===== src/rtl/spi_pkg.sv =====
// Shared types and defaults for the SPI mode-0 target (spi_slave_if).
package spi_pkg;

  typedef enum logic {
    IDLE  = 1'b0,
    SHIFT = 1'b1
  } state_t;

  localparam int unsigned DATA_W_DEF  = 8;
  localparam logic [7:0]  IDLE_TX_DEF = 8'h00;

  function automatic int unsigned cnt_w(input int unsigned dw);
    return $clog2(dw) + 1;
  endfunction

endpackage


===== src/rtl/spi_slave_if_sync_edge.sv =====
// Multi-stage synchroniser with rise/fall detection on the last two samples.
module spi_sync_edge #(
  parameter int unsigned STAGES  = 2,
  parameter logic        RST_VAL = 1'b0
) (
  input  logic i_clk,
  input  logic i_rst_n,
  input  logic i_d,
  output logic o_rise,
  output logic o_fall
);

  logic [STAGES-1:0] r_sync;
  logic              r_prev;
  logic              w_q;

  always_ff @(posedge i_clk) begin
    if (!i_rst_n) begin
      r_sync <= {STAGES{RST_VAL}};
      r_prev <= RST_VAL;
    end else begin
      r_sync <= {r_sync[STAGES-2:0], i_d};
      r_prev <= r_sync[STAGES-1];
    end
  end

  assign w_q    = r_sync[STAGES-1];
  assign o_rise =  w_q & ~r_prev;
  assign o_fall = ~w_q &  r_prev;

endmodule


===== src/rtl/spi_slave_if.sv =====
// SPI mode-0 target on the system clock with one-entry tx buffer.
// Define SPI_SLAVE_LSB_FIRST_EN for LSB-first shifting (default MSB-first).
module spi_slave_if
  import spi_pkg::*;
#(
  parameter int unsigned         DATA_W      = DATA_W_DEF,
  parameter int unsigned         SYNC_STAGES = 2,
  parameter logic [DATA_W-1:0]   IDLE_TX     = IDLE_TX_DEF
) (
  input  logic              clk,
  input  logic              reset,
  input  logic              sclk,
  input  logic              cs_n,
  input  logic              mosi,
  output logic              miso,
  output logic              miso_oe,
  input  logic [DATA_W-1:0] tx_data,
  input  logic              tx_valid,
  output logic              tx_ready,
  output logic [DATA_W-1:0] rx_data,
  output logic              rx_valid,
  output logic              frame_abort,
  output logic              tx_underrun
);

  localparam int unsigned CW = cnt_w(DATA_W);

  logic w_sclk_rise, w_sclk_fall, w_cs_rise, w_cs_fall;
  logic [SYNC_STAGES-1:0] r_mosi_sync;
  logic w_mosi;

  state_t r_state, w_state_nxt;
  logic   w_start, w_end;

  logic [DATA_W-1:0] r_buf, r_tx_sh, r_rx_sh, r_rx_data;
  logic [DATA_W-1:0] w_rx_word, w_tx_shift;
  logic              r_buf_full, r_reload, r_rx_valid, r_abort, r_underrun;
  logic [CW-1:0]     r_cnt;
  logic              w_tx_bit, w_rise_act, w_fall_act, w_fill, w_consume, w_load, w_last;

  spi_sync_edge #(.STAGES(SYNC_STAGES), .RST_VAL(1'b0)) u_sclk_sync (
    .i_clk(clk), .i_rst_n(reset), .i_d(sclk), .o_rise(w_sclk_rise), .o_fall(w_sclk_fall)
  );

  spi_sync_edge #(.STAGES(SYNC_STAGES), .RST_VAL(1'b1)) u_cs_sync (
    .i_clk(clk), .i_rst_n(reset), .i_d(cs_n), .o_rise(w_cs_rise), .o_fall(w_cs_fall)
  );

  always_ff @(posedge clk) begin
    if (!reset) r_mosi_sync <= '0;
    else        r_mosi_sync <= {r_mosi_sync[SYNC_STAGES-2:0], mosi};
  end
  assign w_mosi = r_mosi_sync[SYNC_STAGES-1];

  always_ff @(posedge clk) begin
    if (!reset) r_state <= IDLE;
    else        r_state <= w_state_nxt;
  end

  always_comb begin
    w_state_nxt = r_state;
    w_start     = 1'b0;
    w_end       = 1'b0;
    miso        = 1'b0;
    miso_oe     = 1'b0;
    case (r_state)
      IDLE: begin
        if (w_cs_fall) begin
          w_state_nxt = SHIFT;
          w_start     = 1'b1;
        end
      end
      SHIFT: begin
        miso    = w_tx_bit;
        miso_oe = 1'b1;
        if (w_cs_rise) begin
          w_state_nxt = IDLE;
          w_end       = 1'b1;
        end
      end
      default: w_state_nxt = IDLE;
    endcase
  end

`ifdef SPI_SLAVE_LSB_FIRST_EN
  assign w_rx_word  = {w_mosi, r_rx_sh[DATA_W-1:1]};
  assign w_tx_bit   = r_tx_sh[0];
  assign w_tx_shift = {1'b0, r_tx_sh[DATA_W-1:1]};
`else
  assign w_rx_word  = {r_rx_sh[DATA_W-2:0], w_mosi};
  assign w_tx_bit   = r_tx_sh[DATA_W-1];
  assign w_tx_shift = {r_tx_sh[DATA_W-2:0], 1'b0};
`endif

  // sclk edges are ignored in the cycle cs_n rises, and in IDLE (covers cs_n-fall collisions)
  assign w_rise_act = (r_state == SHIFT) && !w_cs_rise && w_sclk_rise;
  assign w_fall_act = (r_state == SHIFT) && !w_cs_rise && w_sclk_fall;
  assign w_fill     = w_start || (w_fall_act && r_reload);
  assign w_consume  = w_fill && r_buf_full;
  assign w_load     = tx_valid && !r_buf_full;
  assign w_last     = (r_cnt == CW'(DATA_W - 1));

  always_ff @(posedge clk) begin
    if (!reset) begin
      r_buf      <= '0;
      r_buf_full <= 1'b0;
      r_tx_sh    <= '0;
      r_rx_sh    <= '0;
      r_rx_data  <= '0;
      r_rx_valid <= 1'b0;
      r_abort    <= 1'b0;
      r_underrun <= 1'b0;
      r_reload   <= 1'b0;
      r_cnt      <= '0;
    end else begin
      r_rx_valid <= 1'b0;
      r_abort    <= 1'b0;

      if (w_load) begin
        r_buf      <= tx_data;
        r_buf_full <= 1'b1;
      end else if (w_consume) begin
        r_buf_full <= 1'b0;
      end

      if (w_fill) begin
        r_tx_sh  <= r_buf_full ? r_buf : IDLE_TX;
        r_reload <= 1'b0;
        if (!r_buf_full) r_underrun <= 1'b1;
      end else if (w_fall_act) begin
        r_tx_sh <= w_tx_shift;
      end

      if (w_start) r_cnt <= '0;

      if (w_rise_act) begin
        r_rx_sh <= w_rx_word;
        if (w_last) begin
          r_cnt      <= '0;
          r_rx_data  <= w_rx_word;
          r_rx_valid <= 1'b1;
          r_reload   <= 1'b1;
        end else begin
          r_cnt <= r_cnt + CW'(1);
        end
      end

      if (w_end) begin
        r_cnt    <= '0;
        r_reload <= 1'b0;
        if (r_cnt != '0) r_abort <= 1'b1;
      end
    end
  end

  assign tx_ready    = !r_buf_full;
  assign rx_data     = r_rx_data;
  assign rx_valid    = r_rx_valid;
  assign frame_abort = r_abort;
  assign tx_underrun = r_underrun;

endmodule


===== config.mk =====
export PLATFORM = sky130hd
export DESIGN_NAME = spi_slave_if
export DESIGN_NICKNAME = d
export VERILOG_FILES = /design/src/rtl/spi_pkg.sv /design/src/rtl/spi_slave_if_sync_edge.sv /design/src/rtl/spi_slave_if.sv
export SDC_FILE = /design/constraint.sdc
export NUM_CORES = 1
export LEC_CHECK = 0
export BUFFER_PORTS_ARGS = -buffer_cell sky130_fd_sc_hd__buf_2
export CORE_UTILIZATION = 40
export DETAILED_ROUTE_END_ITERATION = 7
export SLEW_MARGIN = 30
export SYNTH_ARGS = -nofsm -noshare
export SYNTH_HDL_FRONTEND = slang
export SYNTH_SLANG_ARGS = --single-unit
export TNS_END_PERCENT = 10

===== constraint.sdc =====
create_clock -name clk -period 2.3 [get_ports clk]
set_input_delay 0.115 -clock clk [delete_from_list [all_inputs] [get_ports clk]]
set_output_delay 0.115 -clock clk [all_outputs]
set_load 0.005 [all_outputs]

==> summary.md <==
| Metric | Value |
|---|---|
| FMAX | `0.582 GHz` |
| Critical path class | `flop to flop` |
| Number of port buffers | `27` |
| Hold-fix buffers, CTS | `0` |
| Crit Path Max Fanout | `14` |
| Remaining antenna violation count after routing | `0` |
| R2r endpoint | `r_cnt[2]$_SDFFE_PP0P_` |
| Vias post-DR | `approximately 1500` |
| Largest family of logic cells by synthesized area | `simple AND/OR/NAND/NOR gates` |
| Synth Area in XOR/XNOR | `0` |
| Worst path bufs/invs | `0` |
| Required @ worst endpoint | `roughly 2.5 ns` |
| Adder-cell area share of the yosys netlist | `0.0171` |
| Syn. warnings | `0` |
| Layout net count | `between 200 and 300` |
| Synth unique cells | `40` |
| Post-detail-place hpwl | `approximately 2600 um` |
| Top-Level Pins | `28` |
| Fin Setup TNS | `0 ns` |
| Diode count | `0` |
| Final hold violation count | `0` |
| Seq pwr share | `0.556` |
| Hold depth | `2` |
| Worst reg2reg path depth | `4` |
| Compound-Gate Fraction of Synth Area | `0.160` |
| Hold WC Path Type | `input pin to flop` |
| Die area | `5420 sq um` |
| Post-CTS resize count | `0` |
| Row count | `25` |
| Initial Util | `0.426` |
| Tmin final | `roughly 1.7 ns` |
| Initial antenna violation count | `0` |
| Max stage delay on crit path | `roughly 0.59 ns` |
| Commonest non-fill, non-tap cell in the layout | `dfxtp_1` |
| Layout area overhead | `13.2%` |
| Hold Startpoint | `cs_n` |
| P_sw | `0.337 mW` |
| Simple-gate area share of the yosys netlist | `0.208` |
| Seq/Total Area, Yosys | `0.478` |
| Top delay family on crit path | `flip-flops` |
| Clock skew | `~0.0066 ns` |
| Slew headroom | `0.617` |
| TritonCTS clock tree | `done` |
| Crit-path slowest cell | `dfxtp_1` |
| Peak supply drop | `~0.29 mV` |
| Largest net degree at the start of global routing | `29` |
| RSZ-0062 raised after global routing | `false` |
| Via count of the first global-routing pass | `~1500` |
| CP arrival | `approximately 1.9 ns` |
| Flop2flop setup slack | `just under 0.6 ns` |
| Clock Path Buffers | `2` |
| Pins Over Slew Limit | `0` |
| Multiplexer share of the synthesized area | `0.0853` |
| CTS H-tree lvls | `2` |
| Worst R2R Start | `r_state$_SDFF_PN0_` |
| MaxCap Viol Count | `0` |
| Share of layout cells above drive strength 1 | `0.188` |
| Placed Instances | `between 200 and 300` |
| Final hold slack | `0.00503 ns` |
| CTS Sinks | `roughly 50` |
| Outcome | `finished clean` |
| Combinational power share | `0.054` |
| Total power | `about 1.6 mW` |
| Pwr/cell area | `a little under 700 nW/um^2` |
| Commonest cells after routing, fill and taps aside | `dfxtp_1, nand2_1, buf_2` |
| 1st-iter DRT viols | `86` |
| RePlAce Congestion | `~0.73` |
| Syn_nets | `around 230` |
| Leakage power | `between 0.8 and 0.9 nW` |
| GRT overflow | `0` |
| Post-DR vias/cell | `between 4 and 5` |
| Drt pass-1 iters | `4` |
| First-pass GRT wire length | `between 6000 and 7000 um` |
| Post-CTS Setup Inserts | `0` |
| Mapped Area | `~2100 sq um` |
| CP Cell Sequence | `nand3b_1, nor2_2, mux2_4, a211oi_1` |
| Total track usage | `0.156` |
| Clk_lat worst skew | `between 0.2 and 0.3 ns` |
| CTS buffer count | `5` |
| Die Height | `73.6 um` |
| #FFs+latches synth | `~50` |
| WL final | `3760 um` |
| Switching part of the total | `0.210` |
| Finished Layout Cells | `between 300 and 400` |
| Least-Margin Pin Slew | `approximately 0.57 ns` |
| Clk pwr share | `0.390` |
| WHS Endpoint | `u_cs_sync.r_sync[0]$_SDFF_PN1_` |
| Critical Path Source Type | `flop` |
| Mean Syn Cell Area | `between 9 and 10 sq um` |
| Avg WL per Cell | `12.3 um` |
| CTS root buffer | `clkbuf_8` |
| CORE AREA | `slightly below 5000 sq um` |
| Die width | `approximately 74 um` |
| Crit end category | `flop` |
| Setup violators final | `0` |
| DRC Markers | `0` |
| Post-Syn Instances | `roughly 210` |
| Fin crit share | `0.747` |
| Clk slew on worst S/H paths | `0.08 ns` |
| Int Power | `1.27 mW` |
-- how the worst max path moves through the flow --
stage	start	end	slack (ns)	cells past startpoint
after floorplan	u_cs_sync.r_sync[1]$_SDFF_PN1_	r_tx_sh[5]$_SDFFE_PN0P_	0.92	5
after global placement	r_state$_SDFF_PN0_	rx_data[3]$_SDFFE_PN0P_	0.67	5
after detailed placement	r_state$_SDFF_PN0_	r_cnt[2]$_SDFFE_PP0P_	0.57	4
after CTS	r_state$_SDFF_PN0_	r_cnt[2]$_SDFFE_PP0P_	0.57	4
after global routing	r_state$_SDFF_PN0_	r_cnt[2]$_SDFFE_PP0P_	0.42	5
final	r_state$_SDFF_PN0_	r_cnt[2]$_SDFFE_PP0P_	0.58	4
-- per-layer routing --
layer,up-vias,GRT usage,wire (um)
met3,8,0.0466,166
li1,782,-,-
met5,-,0,0
met2,29,0.249,1690
met1,696,0.198,1820
met4,0,0.0598,78
-- final cells by class --
type / count / area (sq um)
Fill cell: 490 / 2490
Tap cell: 67 / 83.8
Multi-Input combinational cell: 147 / 966
Inverter: 5 / 18.8
Timing Repair Buffer: 30 / 158
Clock buffer: 7 / 86.3
Clock inverter: 1 / 30.0
Sequential cell: 49 / 981
-- flip-flops by register name, summed over array words and instances, names as in the netlist --
signal	count
r_buf	8
r_tx_sh	8
rx_data	8
r_rx_sh	7
r_cnt	4
r_mosi_sync	2
u_cs_sync.r_sync	2
u_sclk_sync.r_sync	2
frame_abort	1
r_buf_full	1
r_reload	1
r_state	1
rx_valid	1
tx_underrun	1
u_cs_sync.r_prev	1
u_sclk_sync.r_prev	1
-- Yosys cell counts, drive strengths merged --
cell type / instances / area, sq um
and2: 9 / 56.3
a21oi: 6 / 30.0
a22oi: 7 / 52.6
and4b: 1 / 10.0
maj3: 1 / 10.0
a211oi: 1 / 7.51
or2: 1 / 6.26
nand2: 30 / 113
o21bai: 1 / 11.3
a311o: 1 / 11.3
and4bb: 1 / 16.3
o21ai: 9 / 45.0
ha: 2 / 25.0
o21a: 1 / 7.51
nand3: 4 / 20.0
nor3: 2 / 15.0
dfxtp: 49 / 981
buf: 7 / 63.8
a31oi: 7 / 43.8
mux2i: 16 / 160
a311oi: 1 / 8.76
a21boi: 10 / 75.1
nor2: 7 / 28.8
nor3b: 1 / 12.5
nand2b: 2 / 12.5
o31a: 1 / 8.76
clkbuf: 4 / 15.0
mux2: 1 / 15.0
inv: 5 / 18.8
dlygate4sd1: 1 / 8.76
nor2b: 18 / 115
o211a: 1 / 10.0
nand3b: 2 / 15.0
o221ai: 2 / 17.5
and3: 1 / 6.26
-- cells by family after synthesis --
family	Yosys count
compound gates	48
fa+ha+maj	3
buf+inv	17
flops	49
mux	17
simple gates	79
-- metrics by stage --
stage | worst slack, ns | area [sq um] | util
2_1_floorplan | 0.919 | 2050 | -
3_3_place_gp | 0.675 | 2210 | 0.458
3_5_place_dp | 0.571 | 2210 | 0.458
4_1_cts | 0.565 | 2320 | 0.482
5_1_grt | 0.421 | 2320 | 0.482
6_report | 0.582 | 2320 | 0.482
-- power groups by stage --
stage	Combinational, mW	Sequential [mW]	Clock (mW)
6_report	0.0868	0.893	0.625
5_1_grt	0.0997	0.897	0.672
4_1_cts	0.0885	0.893	0.644
3_5_place_dp	0.0880	0.913	0
3_3_place_gp	0.0871	0.912	0
2_1_floorplan	0.0683	0.906	0
-- worst reg2reg max path, delay by kind of cell (launching register included) --
kind | cells | cell delay (ns)
flip-flops | 1 | 0.59
multiplexers | 1 | 0.32
AND/OR/NAND/NOR | 2 | 0.52
AO/OA/AOI/OAI | 1 | 0.22
(Power assumes the default switching activity.)
